==> config.mk <==
export PLATFORM = sky130hd
export DESIGN_NAME = random_engine_arbiter_flat
export DESIGN_NICKNAME = d
export VERILOG_FILES = /design/src/rtl/random_engine_arbiter_if.sv /design/src/rtl/random_engine_arbiter.sv /design/src/flat_wrapper.sv
export SDC_FILE = /design/constraint.sdc
export NUM_CORES = 1
export LEC_CHECK = 0
export ABC_AREA = 1
export BUFFER_PORTS_ARGS = -buffer_cell sky130_fd_sc_hd__buf_4
export CAP_MARGIN = 20
export CORE_ASPECT_RATIO = 1.5
export CORE_MARGIN = 3
export CORE_UTILIZATION = 49
export DETAILED_ROUTE_END_ITERATION = 10
export GPL_TIMING_DRIVEN = 0
export HOLD_SLACK_MARGIN = 0.12
export PLACE_DENSITY = 0.78
export SLEW_MARGIN = 20
export SYNTH_ARGS = -nofsm -noshare
export SYNTH_HDL_FRONTEND = slang
export SYNTH_SLANG_ARGS = --single-unit
==> constraint.sdc <==
create_clock -name clk -period 2.2 [get_ports clk]
set_input_delay 0.33 -clock clk [delete_from_list [all_inputs] [get_ports clk]]
set_output_delay 0.33 -clock clk [all_outputs]
set_load 0.03 [all_outputs]
==> src/rtl/random_engine_arbiter_if.sv <==
// Bundle of the request/response, seed and LFSR-datapath signals that the
// random-word arbiter exchanges with its clients and the serial LFSR.
interface random_engine_arbiter_if #(
    parameter int NUM_REQ   = 4,
    parameter int WORD_BITS = 16,
    parameter int SEED_BITS = 16
);
    logic [NUM_REQ-1:0]   req_val;
    logic [NUM_REQ-1:0]   req_rdy;
    logic [NUM_REQ-1:0]   resp_val;
    logic [NUM_REQ-1:0]   resp_rdy;
    logic [WORD_BITS-1:0] resp_msg;
    logic                 seed_val;
    logic                 seed_rdy;
    logic [SEED_BITS-1:0] seed_msg;
    logic                 active;
    logic                 lfsr_en;
    logic                 lfsr_load;
    logic [SEED_BITS-1:0] lfsr_seed;
    logic                 lfsr_bit;

    modport master (
        output req_val, resp_rdy, seed_val, seed_msg, lfsr_bit,
        input  req_rdy, resp_val, resp_msg, seed_rdy, active,
               lfsr_en, lfsr_load, lfsr_seed
    );

    modport slave (
        input  req_val, resp_rdy, seed_val, seed_msg, lfsr_bit,
        output req_rdy, resp_val, resp_msg, seed_rdy, active,
               lfsr_en, lfsr_load, lfsr_seed
    );
endinterface

==> src/rtl/random_engine_arbiter.sv <==
// Round-robin arbiter sharing one serial LFSR among NUM_REQ clients: assembles
// WORD_BITS sampled bits into a word per grant and sequences seed loading.
module random_engine_arbiter #(
    parameter int NUM_REQ   = 4,
    parameter int WORD_BITS = 16,
    parameter int SEED_BITS = 16
) (
    input logic                    clk,
    input logic                    rst,
    random_engine_arbiter_if.slave bus
);
    localparam int IDXW = (NUM_REQ > 1) ? $clog2(NUM_REQ) : 1;
    localparam int CNTW = (WORD_BITS > 1) ? $clog2(WORD_BITS) : 1;

    typedef enum logic [1:0] {
        ST_IDLE = 2'd0,
        ST_GEN  = 2'd1,
        ST_RESP = 2'd2
    } state_t;

    state_t               r_state;
    logic [IDXW-1:0]      r_rr_ptr;
    logic [IDXW-1:0]      r_gnt;
    logic [CNTW-1:0]      r_cnt;
    logic [WORD_BITS-1:0] r_shift;

    logic                 w_found;
    logic [IDXW-1:0]      w_pick;
    logic [IDXW:0]        w_rr_sum;
    logic [IDXW-1:0]      w_rr_idx;

    logic [NUM_REQ-1:0]   w_req_rdy;
    logic [NUM_REQ-1:0]   w_resp_val;
    logic [WORD_BITS-1:0] w_resp_msg;
    logic                 w_seed_rdy;
    logic                 w_active;
    logic                 w_lfsr_en;
    logic                 w_lfsr_load;
    logic [SEED_BITS-1:0] w_lfsr_seed;

    // Round-robin search: first asserted requester at or after r_rr_ptr, wrapping.
    always_comb begin
        w_found  = 1'b0;
        w_pick   = {IDXW{1'b0}};
        w_rr_sum = {(IDXW+1){1'b0}};
        w_rr_idx = {IDXW{1'b0}};
        for (int i = 0; i < NUM_REQ; i++) begin
            w_rr_sum = {1'b0, r_rr_ptr} + (IDXW+1)'(i);
            if (w_rr_sum >= (IDXW+1)'(NUM_REQ)) begin
                w_rr_idx = IDXW'(w_rr_sum - (IDXW+1)'(NUM_REQ));
            end else begin
                w_rr_idx = IDXW'(w_rr_sum);
            end
            if (!w_found && bus.req_val[w_rr_idx]) begin
                w_found = 1'b1;
                w_pick  = w_rr_idx;
            end else begin
                w_found = w_found;
            end
        end
    end

    // Output decode; everything is forced low while reset is asserted.
    always_comb begin
        w_req_rdy   = {NUM_REQ{1'b0}};
        w_resp_val  = {NUM_REQ{1'b0}};
        w_resp_msg  = {WORD_BITS{1'b0}};
        w_seed_rdy  = 1'b0;
        w_active    = 1'b0;
        w_lfsr_en   = 1'b0;
        w_lfsr_load = 1'b0;
        w_lfsr_seed = {SEED_BITS{1'b0}};
        if (rst) begin
            w_active = 1'b0;
        end else begin
            case (r_state)
                ST_IDLE: begin
                    // A zero seed would lock the LFSR, so it is replaced by 1.
                    if (bus.seed_val) begin
                        w_seed_rdy  = 1'b1;
                        w_lfsr_load = 1'b1;
                        if (bus.seed_msg == {SEED_BITS{1'b0}}) begin
                            w_lfsr_seed = SEED_BITS'(1);
                        end else begin
                            w_lfsr_seed = bus.seed_msg;
                        end
                    end else if (w_found) begin
                        w_req_rdy[w_pick] = 1'b1;
                    end else begin
                        w_req_rdy = {NUM_REQ{1'b0}};
                    end
                end
                ST_GEN: begin
                    w_lfsr_en = 1'b1;
                    w_active  = 1'b1;
                end
                ST_RESP: begin
                    w_resp_val[r_gnt] = 1'b1;
                    w_resp_msg        = r_shift;
                    w_active          = 1'b1;
                end
                default: begin
                    w_active = 1'b0;
                end
            endcase
        end
    end

    assign bus.req_rdy   = w_req_rdy;
    assign bus.resp_val  = w_resp_val;
    assign bus.resp_msg  = w_resp_msg;
    assign bus.seed_rdy  = w_seed_rdy;
    assign bus.active    = w_active;
    assign bus.lfsr_en   = w_lfsr_en;
    assign bus.lfsr_load = w_lfsr_load;
    assign bus.lfsr_seed = w_lfsr_seed;

    // Control FSM: grant, shift in WORD_BITS bits MSB-first, then hold the response.
    always_ff @(posedge clk or posedge rst) begin
        if (rst) begin
            r_state  <= ST_IDLE;
            r_rr_ptr <= {IDXW{1'b0}};
            r_gnt    <= {IDXW{1'b0}};
            r_cnt    <= {CNTW{1'b0}};
            r_shift  <= {WORD_BITS{1'b0}};
        end else begin
            case (r_state)
                ST_IDLE: begin
                    if (bus.seed_val) begin
                        r_state <= ST_IDLE;
                    end else if (w_found) begin
                        r_gnt   <= w_pick;
                        r_cnt   <= {CNTW{1'b0}};
                        r_state <= ST_GEN;
                    end else begin
                        r_state <= ST_IDLE;
                    end
                end
                ST_GEN: begin
                    r_shift <= {r_shift[WORD_BITS-2:0], bus.lfsr_bit};
                    r_cnt   <= r_cnt + CNTW'(1);
                    if (r_cnt == CNTW'(WORD_BITS - 1)) begin
                        r_state <= ST_RESP;
                    end else begin
                        r_state <= ST_GEN;
                    end
                end
                ST_RESP: begin
                    if (bus.resp_rdy[r_gnt]) begin
                        if (r_gnt == IDXW'(NUM_REQ - 1)) begin
                            r_rr_ptr <= {IDXW{1'b0}};
                        end else begin
                            r_rr_ptr <= r_gnt + IDXW'(1);
                        end
                        r_state <= ST_IDLE;
                    end else begin
                        r_state <= ST_RESP;
                    end
                end
                default: begin
                    r_state <= ST_IDLE;
                end
            endcase
        end
    end
endmodule

==> src/flat_wrapper.sv <==
// flat-port wrapper written by rule: the top's interface ports become plain ports
module random_engine_arbiter_flat 
#(
    parameter int NUM_REQ   = 4,
    parameter int WORD_BITS = 16,
    parameter int SEED_BITS = 16
)
  (clk, rst, bus_req_val, bus_resp_rdy, bus_seed_val, bus_seed_msg, bus_lfsr_bit, bus_req_rdy, bus_resp_val, bus_resp_msg, bus_seed_rdy, bus_active, bus_lfsr_en, bus_lfsr_load, bus_lfsr_seed);
  random_engine_arbiter_if #(.NUM_REQ(NUM_REQ), .WORD_BITS(WORD_BITS), .SEED_BITS(SEED_BITS)) bus_i ();
  input logic clk;
  input logic rst;
  input wire logic [$bits(bus_i.req_val)-1:0] bus_req_val;
  input wire logic [$bits(bus_i.resp_rdy)-1:0] bus_resp_rdy;
  input wire logic [$bits(bus_i.seed_val)-1:0] bus_seed_val;
  input wire logic [$bits(bus_i.seed_msg)-1:0] bus_seed_msg;
  input wire logic [$bits(bus_i.lfsr_bit)-1:0] bus_lfsr_bit;
  output wire logic [$bits(bus_i.req_rdy)-1:0] bus_req_rdy;
  output wire logic [$bits(bus_i.resp_val)-1:0] bus_resp_val;
  output wire logic [$bits(bus_i.resp_msg)-1:0] bus_resp_msg;
  output wire logic [$bits(bus_i.seed_rdy)-1:0] bus_seed_rdy;
  output wire logic [$bits(bus_i.active)-1:0] bus_active;
  output wire logic [$bits(bus_i.lfsr_en)-1:0] bus_lfsr_en;
  output wire logic [$bits(bus_i.lfsr_load)-1:0] bus_lfsr_load;
  output wire logic [$bits(bus_i.lfsr_seed)-1:0] bus_lfsr_seed;
  assign bus_i.req_val = bus_req_val;
  assign bus_i.resp_rdy = bus_resp_rdy;
  assign bus_i.seed_val = bus_seed_val;
  assign bus_i.seed_msg = bus_seed_msg;
  assign bus_i.lfsr_bit = bus_lfsr_bit;
  assign bus_req_rdy = bus_i.req_rdy;
  assign bus_resp_val = bus_i.resp_val;
  assign bus_resp_msg = bus_i.resp_msg;
  assign bus_seed_rdy = bus_i.seed_rdy;
  assign bus_active = bus_i.active;
  assign bus_lfsr_en = bus_i.lfsr_en;
  assign bus_lfsr_load = bus_i.lfsr_load;
  assign bus_lfsr_seed = bus_i.lfsr_seed;
  random_engine_arbiter #(.NUM_REQ(NUM_REQ), .WORD_BITS(WORD_BITS), .SEED_BITS(SEED_BITS)) u_core (.clk(clk), .rst(rst), .bus(bus_i));
endmodule
==> impl_metrics.env, run 1 <==
export IMPL_layout_nets=398
export IMPL_htree_levels=1
export IMPL_drt_vias_per_instance=4.79
export IMPL_cts_path_max_buffers=2
export IMPL_finalHoldViolations=0
export IMPL_rsz0062_at_grt="yes"
export IMPL_min_period_over_period_pct=99.7
export IMPL_reg2reg_from="u_core.r_rr_ptr[0]"
export IMPL_maxSlewHeadroom_pct=54.0
export IMPL_post_synthesis_net_count=317
export IMPL_die_h_um=81.6
export IMPL_minimum_clock_period_ns=2.19
export IMPL_final_layout_size_suffix_gt1_share_pct=32.5
export IMPL_relative_contribution_of_combinational_cells_to_total_power_pct=52.8
export IMPL_mostFrequentLayoutCells="buf_4 (76), nand2_1 (58), nor2_1 (50)"
export IMPL_final_common_cell="buf_4"
export IMPL_timing_clock_skew_ns=0.00529
export IMPL_drt_pass1_iter_count=4
export IMPL_crit_arrival_ns=1.86
export IMPL_hpwlAfterDp_um=3400
export IMPL_final_fill_count=333
export IMPL_worst_path_max_fanout=7
export IMPL_std_cell_rows=26
export IMPL_max_freq_mhz=456
export IMPL_topRoutingLayerUsed="met4"
export IMPL_power_frac_seq_pct=34.5
export IMPL_synth_ff_latch_count=26
export IMPL_register_area_um2=651
export IMPL_wire_length_of_the_first_global_routing_pass_um=7450
export IMPL_reg2reg_to="u_core.r_cnt[3]"
export IMPL_cts_tree="done"
export IMPL_setup_worst_path_end_class="output port"
export IMPL_pin_count=72
export IMPL_route_vias_total=1926
export IMPL_insertion_delay_to_the_later_sink_of_the_worst_skew_pair_ns=0.27
export IMPL_drc=0
export IMPL_worst_hold_path_type="in2async"
export IMPL_startpoint_type_of_the_worst_setup_path="flop"
export IMPL_cts_root_buf="clkbuf_8"
export IMPL_vdd_drop_max_v=0.000692
export IMPL_wl_per_cell_um=11.1
export IMPL_initialDrtViolationCount=67
export IMPL_leakage_nw=1.49
export IMPL_slew_violations=0
export IMPL_finalSetupViolCount=0
export IMPL_net_switching_power_mw=1.09
export IMPL_die_area_mm2=0.00461
export IMPL_initial_core_util_pct=52.7
export IMPL_num_antenna_cells=0
export IMPL_area_growth_syn_to_layout_pct=39.2
export IMPL_power_report_internal_total_mw=1.32
export IMPL_reg2reg_slack_ns=0.55
export IMPL_synthDistinctLibCells=25
export IMPL_syn_avg_cell_area_um2=6.68
export IMPL_final_hold_worst_slack_ns=0.197
export IMPL_share_of_the_yosys_chip_area_belonging_to_registers_pct=34.8
export IMPL_critical_path_class="reg2out"
export IMPL_gp_congestion=0.791
export IMPL_cts_sink_count=26
export IMPL_worst_slew_pin_slew_ns=0.686
export IMPL_run_status="finished clean"
export IMPL_power_switching_share_pct=45.1
export IMPL_drt_total_wl_um=4450
export IMPL_tns_ns=0
export IMPL_cts_buffers_inserted=3
export IMPL_sum_of_met2_wire_segment_lengths_after_detailed_routing_um=2290
export IMPL_die_width_um=56.4
export IMPL_grt_overflow_total=0
export IMPL_timing_critical_path_required_ns=1.87
export IMPL_power_clock_fraction_pct=12.6
export IMPL_global_route_total_usage_across_every_layer_pct=19.6
export IMPL_route_met3_wl_um=294
export IMPL_first_global_vias=1820
export IMPL_power_per_cell_area_mw_per_mm2=926
export IMPL_core_mm2=0.00355
export IMPL_post_synth_instance_area_mm2=0.00187
export IMPL_synthCells=280
export IMPL_multi_input_comb_area_mm2=0.00100
export IMPL_critical_path_startpoint="u_core.r_rr_ptr[0]"
export IMPL_max_cap_violations=0
export IMPL_port_buffer_count=71
export IMPL_wirelength_met1_um=1820
export IMPL_cell_count_of_the_worst_reg_to_reg_path=12
export IMPL_synthesis_yosys_warnings=0
export IMPL_cts_clk_slew_worst_paths_ns=0.09
export IMPL_number_of_antenna_violations_at_the_first_check_in_global_routing=0
export IMPL_grt_start_max_net_pins=18
export IMPL_count_of_antenna_violating_nets_left_after_detailed_routing=0
[flip-flops by register name, indices dropped and copies added, names as in the netlist]
| signal | cells |
|---|---|
| u_core.r_cnt | 4 |
| u_core.r_gnt | 2 |
| u_core.r_shift | 16 |
| u_core.r_state | 2 |
| u_core.r_rr_ptr | 2 |
[stage by stage]
step	std cells	utilization [%]	worst slack (ns)	instance area, µm²	power, mW
after CTS	400	71.9	0.0130	2550	2.38
after global routing	402	73.4	-0.150	2600	2.65
after detailed placement	393	69.3	-0.415	2460	2.05
after global placement	393	69.3	-0.399	2460	2.01
after floorplan	280	-	0.0686	1870	1.74
final	402	73.4	0.00674	2600	2.41
[logic make-up after synthesis]
family                   count (synthesis)  share of synthesized area (%)
AO/OA/AOI/OAI                           27                           7.76
XOR/XNOR                                 1                          0.469
adder cells (fa/ha/maj)                  9                           6.02
buffers and inverters                   63                           13.7
flip-flops                              26                           34.8
AND/OR/NAND/NOR                        154                           37.3
[area by class of cell]
cell class                      count  share of cell area, %
Multi-Input combinational cell    191                   38.5
Sequential cell                    26                   25.0
Timing Repair Buffer               77                   22.5
Inverter                           54                   7.94
Clock buffer                        4                   2.12
Tap cell                           42                   2.02
Buffer                              7                   1.73
Timing Repair inverter              1                  0.192
[critical path, cell delays in order, from the launching register on]
cell	delay (ns)
dfrtp_1	0.42
buf_6	0.15
nand2_1	0.05
nand2_1	0.09
nand2_2	0.10
nand2_4	0.09
nor2_8	0.13
nand4_1	0.13
nand3_2	0.13
inv_1	0.06
nor2_1	0.10
buf_4	0.16
[synthesized netlist by cell type]
cell type  instances  share of area, %
o22a_1             1              0.47
nand4_1            4               1.3
nand2_1           64                13
buf_1              1              0.20
o21a_1             1              0.40
nor2_1            52                10
o21ai_0           20               5.4
nor2_8             1               1.1
buf_4              1              0.40
inv_2              3              0.60
nor4_1             1              0.33
xor2_1             1              0.47
nor3_1             1              0.27
clkbuf_1           5               1.0
a41oi_1            1              0.47
dfrtp_1           26                35
nand3_2            4               2.1
buf_6              2               1.2
o21ai_1            1              0.27
a21oi_1            3              0.80
nand2_4            3               1.8
inv_1             51                10
nand2_2            9               3.0
ha_1               9               6.0
nand3_1           15               4.0
[layer usage]
layer	up-vias	global-route usage, %
met5	-	0
met3	6	2.52
met4	0	6.41
met2	60	39.1
met1	854	20.9
li1	1006	-
[how the worst max path moves through the flow]
stage                           endpoint  slack, ns  cells past startpoint
after global routing      bus_req_rdy[3]      -0.15                     11
after global placement      bus_seed_rdy      -0.40                      7
after detailed placement    bus_seed_rdy      -0.42                      7
after floorplan             bus_seed_rdy       0.07                      5
final                     bus_req_rdy[3]      0.007                     11
after CTS                 bus_req_rdy[0]       0.01                     11
[power by group through the flow]
stage	logic, mW	registers [mW]	clock network (mW)
final	1.27	0.832	0.304
after global routing	1.47	0.858	0.329
after CTS	1.24	0.833	0.314
after detailed placement	1.21	0.839	0
after global placement	1.18	0.834	0
after floorplan	0.941	0.804	0
[repair_timing]
action,4_1_cts,5_1_grt
buffers inserted,3,2
resized for setup,2,12
pin swaps,0,5
endpoints found under the setup margin,25,39
hold buffers,1,0
cloned,1,0
hold endpoints to repair,12,0
No activity file was read; power rests on OpenSTA's default activity.
==> inputs of run 2 (changes only) <==
CORE_UTILIZATION = 30   (was 49)
PLACE_DENSITY = 0.51   (was 0.78)
==> run 2 against run 1 <==
Against the previous run: sequential power increased by 0.5%; clock skew is 0.0035 ns lower; via count increased by 2.1%; global-route usage decreased by 6.3 points; power is 0.48% lower; setup slack better by 0.029 ns; routed wire length grew 11%; non-clock buffer count up 3; core utilization is 28 points lower; clock power is 13% lower; cell count up 8.0%; sequential cell count stayed put.
==> impl_metrics.env, run 2 (synthesis results as in run 1) <==
export IMPL_number_of_antenna_violations_at_the_first_check_in_global_routing=0
export IMPL_cts_buffers_inserted=3
export IMPL_leakage_nw=1.49
export IMPL_htree_levels=1
export IMPL_largest_registers="u_core.r_shift: 16 flops, u_core.r_cnt: 4 flops"
export IMPL_register_name_with_the_most_flops="u_core.r_shift"
export IMPL_worst_path_max_fanout=7
export IMPL_initial_core_util_pct=31.6
export IMPL_finalSetupViolCount=0
export IMPL_wl_per_cell_um=11.3
export IMPL_max_cap_violations=0
export IMPL_cts_clk_slew_worst_paths_ns=0.08
export IMPL_post_dp_cell_area_mm2=0.00250
export IMPL_grt_util_met3_pct=1.85
export IMPL_num_antenna_cells=0
export IMPL_first_global_vias=1792
export IMPL_cts_tree="done"
export IMPL_die_area_mm2=0.00723
export IMPL_die_h_um=103
export IMPL_hpwlAfterDp_um=3700
export IMPL_port_buffer_count=71
export IMPL_power_per_cell_area_mw_per_mm2=896
export IMPL_grt_start_max_net_pins=15
export IMPL_cell_count_of_the_worst_reg_to_reg_path=12
export IMPL_reg2reg_slack_ns=0.54
export IMPL_crit_arrival_ns=1.83
export IMPL_count_of_antenna_violating_nets_left_after_detailed_routing=0
export IMPL_globalRoute_busiestLayer="met2"
export IMPL_slew_violations=0
export IMPL_cts_path_max_buffers=2
export IMPL_vdd_drop_max_v=0.000476
export IMPL_drt_pass1_iter_count=4
export IMPL_critical_path_startpoint="u_core.r_rr_ptr[0]"
export IMPL_run_status="finished clean"
export IMPL_pin_count=72
export IMPL_min_period_over_period_pct=98.4
export IMPL_rsz0062_at_grt="yes"
export IMPL_drt_total_wl_um=4920
export IMPL_gp_congestion=0.741
export IMPL_cts_root_buf="clkbuf_8"
export IMPL_timing_clock_skew_ns=0.00178
export IMPL_finalHoldViolations=0
export IMPL_die_width_um=70.5
export IMPL_layout_cell_area_non_filler_mm2=0.00268
export IMPL_reg2reg_from="u_core.r_rr_ptr[0]"
export IMPL_drt_vias_per_instance=4.53
export IMPL_grtUsageMet1_pct=15.3
export IMPL_cts_sink_count=26
export IMPL_setup_worst_path_end_class="output port"
export IMPL_mostFrequentLayoutCells="buf_4 (75), nand2_1 (55), nor2_1 (49)"
export IMPL_core_mm2=0.00591
export IMPL_std_cell_rows=34
export IMPL_worst_hold_path_type="in2async"
export IMPL_final_fill_count=655
export IMPL_minimum_clock_period_ns=2.16
export IMPL_finalCoreUtilization_pct=45.2
export IMPL_initialDrtViolationCount=62
export IMPL_timing_critical_path_required_ns=1.87
export IMPL_crit_end="bus_req_rdy[1]"
export IMPL_startpoint_type_of_the_worst_setup_path="flop"
export IMPL_stdcell_count=434
export IMPL_grt_util_met2_pct=25.7
export IMPL_critical_path_class="reg2out"
export IMPL_max_freq_mhz=462
export IMPL_maxSlewHeadroom_pct=52.9
export IMPL_route_vias_total=1966
export IMPL_layout_nets=401
export IMPL_insertion_delay_to_the_later_sink_of_the_worst_skew_pair_ns=0.26
export IMPL_reg2reg_to="u_core.r_cnt[1]"
export IMPL_largest_reg_flops=16
export IMPL_wire_length_of_the_first_global_routing_pass_um=7980
export IMPL_pre_cts_ws_ns=-0.481
export IMPL_final_layout_size_suffix_gt1_share_pct=35.4
export IMPL_tns_ns=0
export IMPL_worst_slew_pin_slew_ns=0.702
export IMPL_global_route_total_usage_across_every_layer_pct=13.4
export IMPL_area_growth_syn_to_layout_pct=43.1
export IMPL_drc=0
export IMPL_final_common_cell="buf_4"
export IMPL_grt_overflow_total=0
export IMPL_place_detailed_instances=423
export IMPL_setup_ws_ns=0.0358
## run 2: cell count changes in the layout (fill, tap and decap cells not counted), moves of 2 or more
| cell | previous run | this run |
|---|---|---|
| inv_1 | 49 | 47 |
| nand2_2 | 15 | 18 |
| inv_4 | 0 | 2 |
| clkbuf_2 | 0 | 3 |
| nand2_1 | 58 | 55 |
## run 2: how the worst min path moves through the flow
stage	from	endpoint	slack (ns)	cells after the start
6_report	rst	u_core.r_shift[11]	0.20	2
5_1_grt	rst	u_core.r_shift[12]	0.25	2
4_1_cts	rst	u_core.r_shift[12]	0.22	2
3_5_place_dp	u_core.r_shift[11]	u_core.r_shift[12]	0.47	2
3_3_place_gp	u_core.r_shift[11]	u_core.r_shift[12]	0.47	2
2_1_floorplan	rst	u_core.r_cnt[0]	0.23	1
## run 2: layer usage
metal	vias up	wire length (µm)	share of wire (%)
li1	1013	-	-
met5	-	0	0
met2	46	2560	52
met3	2	290	5.9
met1	905	2050	42
met4	0	31	0.63
## run 2: area by class of cell
type | instances | area, µm² | share of cell area (%)
Buffer | 9 | 55.1 | 2.06
Sequential cell | 26 | 652 | 24.4
Multi-Input combinational cell | 191 | 1030 | 38.4
Timing Repair Buffer | 78 | 593 | 22.2
Tap cell | 72 | 90.1 | 3.37
Inverter | 54 | 211 | 7.90
Clock buffer | 3 | 41.3 | 1.54
Timing Repair inverter | 1 | 5.00 | 0.187
## run 2: per-stage QoR
stage          hold WS [ns]  total power [mW]
2_1_floorplan         0.229              1.74
3_3_place_gp          0.466              2.05
3_5_place_dp          0.470              2.06
4_1_cts               0.221              2.36
5_1_grt               0.245              2.65
6_report              0.205              2.40
## run 2: repair_timing
item	4_1_cts	5_1_grt
gates resized for setup	6	23
hold buffers	1	0
endpoints found under the hold margin	12	0
pin swaps	0	2
setup endpoints to repair	25	14
setup buffers	2	4
gates cloned	1	0
## run 2: worst max-delay path: stages, from the launching register on
cell	delay, ns
dfrtp_1	0.43
buf_6	0.16
nand2_2	0.05
nand2_2	0.07
nand2_2	0.08
nand2_4	0.08
nor2_8	0.14
nand3_2	0.09
nand2_2	0.11
nor2_4	0.04
nand2_1	0.10
nor2_1	0.05
buf_4	0.16
## run 2: where the power goes
| group | switching [mW] | internal [mW] | leakage, nW |
|---|---|---|---|
| logic | 0.813 | 0.484 | 1.15 |
| registers | 0.149 | 0.687 | 0.317 |
| clock network | 0.140 | 0.123 | 0.0216 |
